## config.mk

```make
export PLATFORM = sky130hd
export DESIGN_NAME = id_ex_stage_flat
export DESIGN_NICKNAME = d
export VERILOG_FILES = /design/src/rtl/riscv_pkg.sv /design/src/rtl/id_ex_stage_if.sv /design/src/rtl/id_ex_stage_fwd_mux.sv /design/src/rtl/id_ex_stage.sv /design/src/flat_wrapper.sv
export SDC_FILE = /design/constraint.sdc
export NUM_CORES = 1
export LEC_CHECK = 0
export CELL_PAD_IN_SITES_DETAIL_PLACEMENT = 1
export CELL_PAD_IN_SITES_GLOBAL_PLACEMENT = 2
export CORE_MARGIN = 2
export CORE_UTILIZATION = 28
export DETAILED_ROUTE_END_ITERATION = 6
export PLACE_DENSITY_LB_ADDON = 0.15
export SETUP_SLACK_MARGIN = 0.15
export SYNTH_ARGS = -nofsm -noshare
export SYNTH_HDL_FRONTEND = slang
export SYNTH_HIERARCHICAL = 1
export SYNTH_SLANG_ARGS = --single-unit
```

## constraint.sdc

```tcl
create_clock -name clk -period 14.7 [get_ports clk]
set_input_delay 4.41 -clock clk [delete_from_list [all_inputs] [get_ports clk]]
set_output_delay 4.41 -clock clk [all_outputs]
set_load 0.05 [all_outputs]
```

## src/rtl/riscv_pkg.sv

```systemverilog
// Shared RV32 core definitions: datapath widths, ALU codes, operand-select
// encodings, packed control bit positions and the ID/EX register layout.
package riscv_pkg;

    localparam int XLEN             = 32;
    localparam int REG_ADDR_WIDTH   = 5;
    localparam int OPCODE_WIDTH     = 7;
    localparam int FUNCT3_WIDTH     = 3;
    localparam int ALUCONTROL_WIDTH = 6;
    localparam int CTRL_WIDTH       = 6;

    typedef logic [XLEN-1:0]             xlen_t;
    typedef logic [REG_ADDR_WIDTH-1:0]   reg_addr_t;
    typedef logic [OPCODE_WIDTH-1:0]     opcode_t;
    typedef logic [FUNCT3_WIDTH-1:0]     funct3_t;
    typedef logic [ALUCONTROL_WIDTH-1:0] alu_ctrl_t;
    typedef logic [CTRL_WIDTH-1:0]       ctrl_t;

    // ALU operation codes; ADD must stay 0 so a bubble is an all-zero word.
    localparam alu_ctrl_t ALU_ADD = 6'd0;
    localparam alu_ctrl_t ALU_SUB = 6'd1;
    localparam alu_ctrl_t ALU_AND = 6'd2;
    localparam alu_ctrl_t ALU_OR  = 6'd3;
    localparam alu_ctrl_t ALU_XOR = 6'd4;
    localparam alu_ctrl_t ALU_SLT = 6'd5;

    // opA select; value 3 is reserved and produces zero.
    localparam logic [1:0] SRC_A_RS1  = 2'd0;
    localparam logic [1:0] SRC_A_PC   = 2'd1;
    localparam logic [1:0] SRC_A_ZERO = 2'd2;

    // opB select.
    localparam logic SRC_B_RS2 = 1'b0;
    localparam logic SRC_B_IMM = 1'b1;

    // Packed control: {RegWrite, MemWrite, Jump, Branch, ResultSrc[1:0]}.
    localparam int CTRL_REG_WRITE = 5;
    localparam int CTRL_MEM_WRITE = 4;
    localparam int CTRL_JUMP      = 3;
    localparam int CTRL_BRANCH    = 2;
    localparam int CTRL_RES_HI    = 1;
    localparam int CTRL_RES_LO    = 0;

    typedef enum logic [1:0] {
        RES_ALU  = 2'b00,
        RES_LOAD = 2'b01,
        RES_PC4  = 2'b10
    } result_src_e;

    // Everything the E stage remembers about one instruction.
    typedef struct packed {
        xlen_t      rs1_data;
        xlen_t      rs2_data;
        xlen_t      imm_ext;
        xlen_t      pc;
        xlen_t      pc_plus4;
        reg_addr_t  rs1;
        reg_addr_t  rs2;
        reg_addr_t  rd;
        opcode_t    opcode;
        funct3_t    funct3;
        alu_ctrl_t  alu_ctrl;
        logic [1:0] src_a;
        logic       src_b;
        ctrl_t      ctrl;
        logic       valid;
    } ex_reg_t;

    // A bubble: no write-back, no memory access, ADD, not valid.
    localparam ex_reg_t EX_BUBBLE = '0;

endpackage

```

## src/rtl/id_ex_stage_if.sv

```systemverilog
// Bundle of decode inputs, forwarding sources and E-stage outputs around the
// ID/EX register. The pipeline drives through master; the stage is the slave.
interface id_ex_stage_if;
    import riscv_pkg::*;

    // Pipeline control
    logic       stall_E;
    logic       flush_E;

    // Decode-side fields
    xlen_t      rs1_data_D;
    xlen_t      rs2_data_D;
    xlen_t      imm_ext_D;
    xlen_t      PC_D;
    reg_addr_t  rs1_D;
    reg_addr_t  rs2_D;
    reg_addr_t  rd_D;
    opcode_t    opcode_D;
    funct3_t    funct3_D;
    alu_ctrl_t  ALUControl_D;
    logic [1:0] ALUSrcA_D;
    logic       ALUSrcB_D;
    ctrl_t      ctrl_D;

    // Forwarding sources
    xlen_t      ALU_result_M;
    reg_addr_t  rd_M;
    logic       RegWrite_M;
    xlen_t      result_W;
    reg_addr_t  rd_W;
    logic       RegWrite_W;

    // Execute-side results
    xlen_t      opA;
    xlen_t      opB;
    alu_ctrl_t  ALUControl_E;
    opcode_t    opcode_E;
    funct3_t    funct3_E;
    xlen_t      write_data_E;
    xlen_t      PC_E;
    xlen_t      PC_plus4_E;
    xlen_t      imm_ext_E;
    reg_addr_t  rs1_E;
    reg_addr_t  rs2_E;
    reg_addr_t  rd_E;
    ctrl_t      ctrl_E;
    logic       valid_E;
    logic       lw_stall;

    modport master (
        output stall_E, flush_E,
        output rs1_data_D, rs2_data_D, imm_ext_D, PC_D, rs1_D, rs2_D, rd_D,
        output opcode_D, funct3_D, ALUControl_D, ALUSrcA_D, ALUSrcB_D, ctrl_D,
        output ALU_result_M, rd_M, RegWrite_M, result_W, rd_W, RegWrite_W,
        input  opA, opB, ALUControl_E, opcode_E, funct3_E, write_data_E,
        input  PC_E, PC_plus4_E, imm_ext_E, rs1_E, rs2_E, rd_E, ctrl_E,
        input  valid_E, lw_stall
    );

    modport slave (
        input  stall_E, flush_E,
        input  rs1_data_D, rs2_data_D, imm_ext_D, PC_D, rs1_D, rs2_D, rd_D,
        input  opcode_D, funct3_D, ALUControl_D, ALUSrcA_D, ALUSrcB_D, ctrl_D,
        input  ALU_result_M, rd_M, RegWrite_M, result_W, rd_W, RegWrite_W,
        output opA, opB, ALUControl_E, opcode_E, funct3_E, write_data_E,
        output PC_E, PC_plus4_E, imm_ext_E, rs1_E, rs2_E, rd_E, ctrl_E,
        output valid_E, lw_stall
    );

endinterface

```

## src/rtl/id_ex_stage_fwd_mux.sv

```systemverilog
// Operand forwarding for one source register: MEM beats WB beats the value
// read from the register file; x0 is never forwarded.
module fwd_mux
    import riscv_pkg::*;
(
    input  reg_addr_t rs_addr,
    input  reg_addr_t rd_M,
    input  logic      reg_write_M,
    input  xlen_t     value_M,
    input  reg_addr_t rd_W,
    input  logic      reg_write_W,
    input  xlen_t     value_W,
    input  xlen_t     reg_value,
    output xlen_t     fwd_value
);

    logic hit_M;
    logic hit_W;

    assign hit_M = reg_write_M && (rd_M != '0) && (rd_M == rs_addr);
    assign hit_W = reg_write_W && (rd_W != '0) && (rd_W == rs_addr);

    // Pick the youngest in-flight producer of this register.
    always_comb begin
        // NOTE: a default on every path of a combinational block keeps it from inferring a latch.
        fwd_value = reg_value;
        if (hit_M) begin
            fwd_value = value_M;
        end else if (hit_W) begin
            fwd_value = value_W;
        end
    end

endmodule

```

## src/rtl/id_ex_stage.sv

```systemverilog
// ID/EX pipeline register with the EX operand forwarding network and the
// load-use stall request for the hazard unit.
module id_ex_stage
    import riscv_pkg::*;
(
    input  logic          clk,
    input  logic          rst,
    id_ex_stage_if.slave  bus
);

    ex_reg_t e_d;
    ex_reg_t e_q;
    xlen_t   fwd_rs1;
    xlen_t   fwd_rs2;

    // Gather the decode fields into next-state form; PC+4 wraps at 2^XLEN.
    always_comb begin
        e_d          = EX_BUBBLE;
        e_d.rs1_data = bus.rs1_data_D;
        e_d.rs2_data = bus.rs2_data_D;
        e_d.imm_ext  = bus.imm_ext_D;
        e_d.pc       = bus.PC_D;
        e_d.pc_plus4 = bus.PC_D + xlen_t'(4);
        e_d.rs1      = bus.rs1_D;
        e_d.rs2      = bus.rs2_D;
        e_d.rd       = bus.rd_D;
        e_d.opcode   = bus.opcode_D;
        e_d.funct3   = bus.funct3_D;
        e_d.alu_ctrl = bus.ALUControl_D;
        e_d.src_a    = bus.ALUSrcA_D;
        e_d.src_b    = bus.ALUSrcB_D;
        e_d.ctrl     = bus.ctrl_D;
        e_d.valid    = 1'b1;
    end

    // E register: flush inserts a bubble, stall holds, otherwise load.
    always_ff @(posedge clk or posedge rst) begin
        // NOTE: non-blocking assignments so every flop samples pre-edge values.
        if (rst) begin
            e_q <= EX_BUBBLE;
        end else if (bus.flush_E) begin
            e_q <= EX_BUBBLE;
        end else if (!bus.stall_E) begin
            e_q <= e_d;
        end
    end

    fwd_mux u_fwd_rs1 (
        .rs_addr     (e_q.rs1),
        .rd_M        (bus.rd_M),
        .reg_write_M (bus.RegWrite_M),
        .value_M     (bus.ALU_result_M),
        .rd_W        (bus.rd_W),
        .reg_write_W (bus.RegWrite_W),
        .value_W     (bus.result_W),
        .reg_value   (e_q.rs1_data),
        .fwd_value   (fwd_rs1)
    );

    fwd_mux u_fwd_rs2 (
        .rs_addr     (e_q.rs2),
        .rd_M        (bus.rd_M),
        .reg_write_M (bus.RegWrite_M),
        .value_M     (bus.ALU_result_M),
        .rd_W        (bus.rd_W),
        .reg_write_W (bus.RegWrite_W),
        .value_W     (bus.result_W),
        .reg_value   (e_q.rs2_data),
        .fwd_value   (fwd_rs2)
    );

    // ALU operand A: forwarded rs1, PC or zero (reserved select also gives zero).
    always_comb begin
        bus.opA = '0;
        case (e_q.src_a)
            SRC_A_RS1: bus.opA = fwd_rs1;
            SRC_A_PC:  bus.opA = e_q.pc;
            default:   bus.opA = '0;
        endcase
    end

    assign bus.opB          = (e_q.src_b == SRC_B_IMM) ? e_q.imm_ext : fwd_rs2;
    assign bus.write_data_E = fwd_rs2;

    assign bus.ALUControl_E = e_q.alu_ctrl;
    assign bus.opcode_E     = e_q.opcode;
    assign bus.funct3_E     = e_q.funct3;
    assign bus.PC_E         = e_q.pc;
    assign bus.PC_plus4_E   = e_q.pc_plus4;
    assign bus.imm_ext_E    = e_q.imm_ext;
    assign bus.rs1_E        = e_q.rs1;
    assign bus.rs2_E        = e_q.rs2;
    assign bus.rd_E         = e_q.rd;
    assign bus.ctrl_E       = e_q.ctrl;
    assign bus.valid_E      = e_q.valid;

    // Load in E whose destination the instruction in D still needs to read.
    always_comb begin
        bus.lw_stall = 1'b0;
        if (e_q.valid
            && (e_q.ctrl[CTRL_RES_HI:CTRL_RES_LO] == RES_LOAD)
            && (e_q.rd != '0)
            && ((e_q.rd == bus.rs1_D) || (e_q.rd == bus.rs2_D))) begin
            bus.lw_stall = 1'b1;
        end
    end

endmodule

```

## src/flat_wrapper.sv

```systemverilog
// flat-port wrapper written by rule: the top's interface ports become plain ports
module id_ex_stage_flat import riscv_pkg::*;
  (clk, rst, bus_stall_E, bus_flush_E, bus_rs1_data_D, bus_rs2_data_D, bus_imm_ext_D, bus_PC_D, bus_rs1_D, bus_rs2_D, bus_rd_D, bus_opcode_D, bus_funct3_D, bus_ALUControl_D, bus_ALUSrcA_D, bus_ALUSrcB_D, bus_ctrl_D, bus_ALU_result_M, bus_rd_M, bus_RegWrite_M, bus_result_W, bus_rd_W, bus_RegWrite_W, bus_opA, bus_opB, bus_ALUControl_E, bus_opcode_E, bus_funct3_E, bus_write_data_E, bus_PC_E, bus_PC_plus4_E, bus_imm_ext_E, bus_rs1_E, bus_rs2_E, bus_rd_E, bus_ctrl_E, bus_valid_E, bus_lw_stall);
  id_ex_stage_if bus_i ();
  input  logic clk;
  input  logic rst;
  input wire logic [$bits(bus_i.stall_E)-1:0] bus_stall_E;
  input wire logic [$bits(bus_i.flush_E)-1:0] bus_flush_E;
  input wire logic [$bits(bus_i.rs1_data_D)-1:0] bus_rs1_data_D;
  input wire logic [$bits(bus_i.rs2_data_D)-1:0] bus_rs2_data_D;
  input wire logic [$bits(bus_i.imm_ext_D)-1:0] bus_imm_ext_D;
  input wire logic [$bits(bus_i.PC_D)-1:0] bus_PC_D;
  input wire logic [$bits(bus_i.rs1_D)-1:0] bus_rs1_D;
  input wire logic [$bits(bus_i.rs2_D)-1:0] bus_rs2_D;
  input wire logic [$bits(bus_i.rd_D)-1:0] bus_rd_D;
  input wire logic [$bits(bus_i.opcode_D)-1:0] bus_opcode_D;
  input wire logic [$bits(bus_i.funct3_D)-1:0] bus_funct3_D;
  input wire logic [$bits(bus_i.ALUControl_D)-1:0] bus_ALUControl_D;
  input wire logic [$bits(bus_i.ALUSrcA_D)-1:0] bus_ALUSrcA_D;
  input wire logic [$bits(bus_i.ALUSrcB_D)-1:0] bus_ALUSrcB_D;
  input wire logic [$bits(bus_i.ctrl_D)-1:0] bus_ctrl_D;
  input wire logic [$bits(bus_i.ALU_result_M)-1:0] bus_ALU_result_M;
  input wire logic [$bits(bus_i.rd_M)-1:0] bus_rd_M;
  input wire logic [$bits(bus_i.RegWrite_M)-1:0] bus_RegWrite_M;
  input wire logic [$bits(bus_i.result_W)-1:0] bus_result_W;
  input wire logic [$bits(bus_i.rd_W)-1:0] bus_rd_W;
  input wire logic [$bits(bus_i.RegWrite_W)-1:0] bus_RegWrite_W;
  output wire logic [$bits(bus_i.opA)-1:0] bus_opA;
  output wire logic [$bits(bus_i.opB)-1:0] bus_opB;
  output wire logic [$bits(bus_i.ALUControl_E)-1:0] bus_ALUControl_E;
  output wire logic [$bits(bus_i.opcode_E)-1:0] bus_opcode_E;
  output wire logic [$bits(bus_i.funct3_E)-1:0] bus_funct3_E;
  output wire logic [$bits(bus_i.write_data_E)-1:0] bus_write_data_E;
  output wire logic [$bits(bus_i.PC_E)-1:0] bus_PC_E;
  output wire logic [$bits(bus_i.PC_plus4_E)-1:0] bus_PC_plus4_E;
  output wire logic [$bits(bus_i.imm_ext_E)-1:0] bus_imm_ext_E;
  output wire logic [$bits(bus_i.rs1_E)-1:0] bus_rs1_E;
  output wire logic [$bits(bus_i.rs2_E)-1:0] bus_rs2_E;
  output wire logic [$bits(bus_i.rd_E)-1:0] bus_rd_E;
  output wire logic [$bits(bus_i.ctrl_E)-1:0] bus_ctrl_E;
  output wire logic [$bits(bus_i.valid_E)-1:0] bus_valid_E;
  output wire logic [$bits(bus_i.lw_stall)-1:0] bus_lw_stall;
  assign bus_i.stall_E = bus_stall_E;
  assign bus_i.flush_E = bus_flush_E;
  assign bus_i.rs1_data_D = bus_rs1_data_D;
  assign bus_i.rs2_data_D = bus_rs2_data_D;
  assign bus_i.imm_ext_D = bus_imm_ext_D;
  assign bus_i.PC_D = bus_PC_D;
  assign bus_i.rs1_D = bus_rs1_D;
  assign bus_i.rs2_D = bus_rs2_D;
  assign bus_i.rd_D = bus_rd_D;
  assign bus_i.opcode_D = bus_opcode_D;
  assign bus_i.funct3_D = bus_funct3_D;
  assign bus_i.ALUControl_D = bus_ALUControl_D;
  assign bus_i.ALUSrcA_D = bus_ALUSrcA_D;
  assign bus_i.ALUSrcB_D = bus_ALUSrcB_D;
  assign bus_i.ctrl_D = bus_ctrl_D;
  assign bus_i.ALU_result_M = bus_ALU_result_M;
  assign bus_i.rd_M = bus_rd_M;
  assign bus_i.RegWrite_M = bus_RegWrite_M;
  assign bus_i.result_W = bus_result_W;
  assign bus_i.rd_W = bus_rd_W;
  assign bus_i.RegWrite_W = bus_RegWrite_W;
  assign bus_opA = bus_i.opA;
  assign bus_opB = bus_i.opB;
  assign bus_ALUControl_E = bus_i.ALUControl_E;
  assign bus_opcode_E = bus_i.opcode_E;
  assign bus_funct3_E = bus_i.funct3_E;
  assign bus_write_data_E = bus_i.write_data_E;
  assign bus_PC_E = bus_i.PC_E;
  assign bus_PC_plus4_E = bus_i.PC_plus4_E;
  assign bus_imm_ext_E = bus_i.imm_ext_E;
  assign bus_rs1_E = bus_i.rs1_E;
  assign bus_rs2_E = bus_i.rs2_E;
  assign bus_rd_E = bus_i.rd_E;
  assign bus_ctrl_E = bus_i.ctrl_E;
  assign bus_valid_E = bus_i.valid_E;
  assign bus_lw_stall = bus_i.lw_stall;
  id_ex_stage u_core (.clk(clk), .rst(rst), .bus(bus_i));
endmodule
```

==> impl_metrics.toml <==
[worst_setup_path]
cpMaxStageDelayCell = "sky130_fd_sc_hd__or3_1"
largest_fanout_on_the_critical_path = 33
path_class = "in -> out"
timing.critical_path.slowest_cell_delay_ns = 1.01
crit_path_cell_trace = "clkdlybuf4s50_1 > or4_4 > a21oi_4 > buf_4 > or3_1 > a31oi_1 > mux2_2 > clkdlybuf4s50_1"
r2r.worst_path.cells = 2
arrival_ns = 8.60
worst_endpoint_required_time_ns = 10.29
crit_path_launch_type = "primary input"
crit_path_frequent_cell = "sky130_fd_sc_hd__clkdlybuf4s50_1"
end_kind = "primary output"

[clock_network]
ctsRootBufferMaster = "sky130_fd_sc_hd__clkbuf_16"
cts.repair.resized = 0
cts_max_level = 4
clk_latency_ns = 0.51
numCtsBuffers = 17
worst_setup_hold_path_clk_slew_ns = 0.08
post_cts_hold_fix_bufs = 0
clock_tree_from_tritoncts = "built"
numClockSinks = 199
cts_post_setup_buffers_inserted = 0
clockBufferDepth = 2

[sta]
slew_violations = 0
slew-limit-headroom_pct = 14.8
finalHoldViolCount = 0
setup_total_negative_slack_ns = 0
timing.clock.skew_ns = 0
timing.final.crit_share_pct = 88.5
final-setup-viol-count = 0
unrepaired_setup_endpoints_after_global_routing = "no"
achievable_frequency_mhz = 76.9
finalWorstPathRequiredPeriod_ns = 13.01
timing_worst_slew_pin_value_ns = 1.28
finalHoldWorstSlack_ns = 0.529

[global_routing]
first_global_vias = 12454
grt_first_pass_wirelength_mm = 85.7
grt_remaining_overflow = 0
gr_usage_total_pct = 24.6
number_of_antenna_violations_at_the_first_check_in_global_routing = 5
grt_max_degree = 138

[logic_synthesis]
yosysTopAreaCell = "sky130_fd_sc_hd__dfrtp_1"
synth_xor_area_share_pct = 2.44
synthTopCellsByArea = "sky130_fd_sc_hd__dfrtp_1 39%, sky130_fd_sc_hd__mux2i_1 15%, sky130_fd_sc_hd__buf_4 7.9%"
yosys.cell_count.top_type = "sky130_fd_sc_hd__nor2_1"
main_combinational_cell_family_by_area_after_synthesis = "simple AND/OR/NAND/NOR gates"
sequential_to_total_area_share_from_yosys_stat_pct = 38.5
netlist-cell-type-count = 55
synthFlopType = "sky130_fd_sc_hd__dfrtp_1"
number_of_enable_type_register_cells_in_the_synthesized_netlist = 0
asyncSetResetFlopFracSynth_pct = 100
syn_area_per_cell_um2 = 9.32
synth_cells = 1387
post_synth_and_or_nand_nor_area_fraction_pct = 17.8
yosys_warnings = 6
synth.cells.most_frequent = "222 x sky130_fd_sc_hd__nor2_1, 199 x sky130_fd_sc_hd__dfrtp_1, 193 x sky130_fd_sc_hd__mux2i_1"
mappedNetlistArea_um2 = 12900
ys_ff_latch = 199
post_synth_fa_ha_maj_area_fraction_pct = 0.0968
synth_top_area_share_pct = 38.5
fraction_of_synthesized_area_in_multiplexers_pct = 17.7
syn_nets = 1636
synth_compound_area_share_pct = 10.6

[die]
ioPinCount = 479
die-height_um = 219
placement_rows = 78
die_width_um = 219
core_um2 = 45500
die-area_um2 = 47900
initial_utilization_pct = 28.4

[route]
drc = 0
drt_iter0_drc = 687
wire_per_inst_um = 26.2
route.detailed.vias_per_inst = 5.19
drt_pre_antenna_iters = 4
ant_nets = 0
vias = 11717
detail_route.wirelength_mm = 59.1

[placed_design]
detailedPlacementHpwl_mm = 43.8
buffer_ports.inserted = 478
routabilityCongestion = 0.819

[hold_path]
min_path_cells = 2
hold_path.class = "reg -> reg"

[power_and_ir_drop]
power.leakage_nw = 7.14
power.ir.vdd_worst_uv = 56.4
cellPowerDensity_nw_per_um2 = 93.9

[cells_and_area]
layout-drive-gt1-share_pct = 6.70
fillers = 5186
flow.area_growth_from_synthesis_pct = 36.7
seq_area_um2 = 4980
multiInputGateArea_um2 = 6300
final_stage_net_count = 1893

[flow_run]
cap_violations = 0

[status]
run_status = "completed"
==> flip-flops by register name, summed over array words and instances, names as in the netlist, 5 cells and up <==
| signal | cells |
|---|---|
| u_core/e_q | 67 |
| u_core/bus.rs1_E | 5 |
| u_core/bus.ALUControl_E | 6 |
| u_core/bus.PC_E | 32 |
| u_core/bus.ctrl_E | 6 |
| u_core/bus.PC_plus4_E | 30 |
| u_core/bus.rs2_E | 5 |
| u_core/bus.opcode_E | 7 |
| u_core/bus.imm_ext_E | 32 |
| u_core/bus.rd_E | 5 |
==> critical path, delay by kind of cell <==
family,cells,cell delay (ns)
multiplexers,1,0.39
buffers and inverters,3,1.59
AO/OA/AOI/OAI,2,0.54
AND/OR/NAND/NOR,2,1.62
==> report_power, final <==
group	switching [mW]	leakage, nW	total [mW]	internal (mW)
logic	0.349	4.22	0.551	0.202
clock network	0.256	0.281	0.499	0.243
registers	0.0301	2.63	0.609	0.578
==> final cells by class <==
cell class	count	area share (%)
multi-input cells	909	35.6
repair buffers	504	28.3
flip-flops and latches	199	28.2
well taps	600	4.25
clock buffers	19	2.51
clock inverters	13	0.800
inverters	13	0.319
diodes	1	0.0142
==> cell usage in the layout (no fill, tap or decap), types with 13 or more instances in the layout <==
| cell | synthesis | final |
|---|---|---|
| sky130_fd_sc_hd__mux2i_1 | 193 | 193 |
| sky130_fd_sc_hd__nand4_1 | 72 | 72 |
| sky130_fd_sc_hd__o31ai_1 | 65 | 65 |
| sky130_fd_sc_hd__mux2_2 | 32 | 32 |
| sky130_fd_sc_hd__clkdlybuf4s50_1 | 0 | 476 |
| sky130_fd_sc_hd__nand2_1 | 22 | 22 |
| sky130_fd_sc_hd__nor2_1 | 222 | 222 |
| sky130_fd_sc_hd__a21oi_1 | 15 | 15 |
| sky130_fd_sc_hd__dfrtp_1 | 199 | 198 |
| sky130_fd_sc_hd__a31oi_1 | 64 | 64 |
| sky130_fd_sc_hd__nand3_1 | 13 | 13 |
| sky130_fd_sc_hd__xnor2_1 | 21 | 21 |
| sky130_fd_sc_hd__nor4_1 | 71 | 71 |
| sky130_fd_sc_hd__xor2_1 | 15 | 15 |
| sky130_fd_sc_hd__clkbuf_16 | 0 | 17 |
| sky130_fd_sc_hd__buf_4 | 136 | 25 |
==> metrics by stage <==
stage	util, %	std cells	area (um2)	setup slack, ns	power, mW
after detailed placement	37.6	2225	17100	1.74	1.17
final	38.9	2258	17700	1.69	1.66
after global routing	38.9	2257	17700	1.55	1.73
after global placement	37.6	2225	17100	1.80	1.17
after floorplan	-	1387	12900	3.50	0.966
after CTS	38.9	2257	17700	1.74	1.69
==> kinds of logic after synthesis <==
kind of cell / count (synthesis)
simple gates: 457
compound gates: 190
xor+xnor: 36
buf+inv: 279
fa+ha+maj: 1
mux: 225
flops: 199
==> worst paths after layout <==
kind	slack [ns]	to	from
hold reg to reg	0.53	u_core/bus.opcode_E[4]	u_core/bus.opcode_E[4]
hold / removal	0.53	u_core/bus.opcode_E[4]	u_core/bus.opcode_E[4]
min in group asynchronous	4.36	u_core/bus.imm_ext_E[3]	rst
setup / recovery	1.69	bus_opB[11]	bus_rd_M[0]
setup reg to reg	13.25	u_core/e_q[8]	u_core/e_q[8]
max in group asynchronous	8.08	u_core/e_q[8]	rst
==> routing by layer <==
metal / part of all wire [%] / GRT usage (%) / vias to the layer above
met2: 52 / 44.0 / 324
met3: 5.4 / 5.97 / 51
met5: 0.083 / 0 / -
met4: 1.3 / 6.01 / 8
met1: 41 / 29.4 / 5902
li1: - / - / 5432
Power figures use the tool's default switching activity.
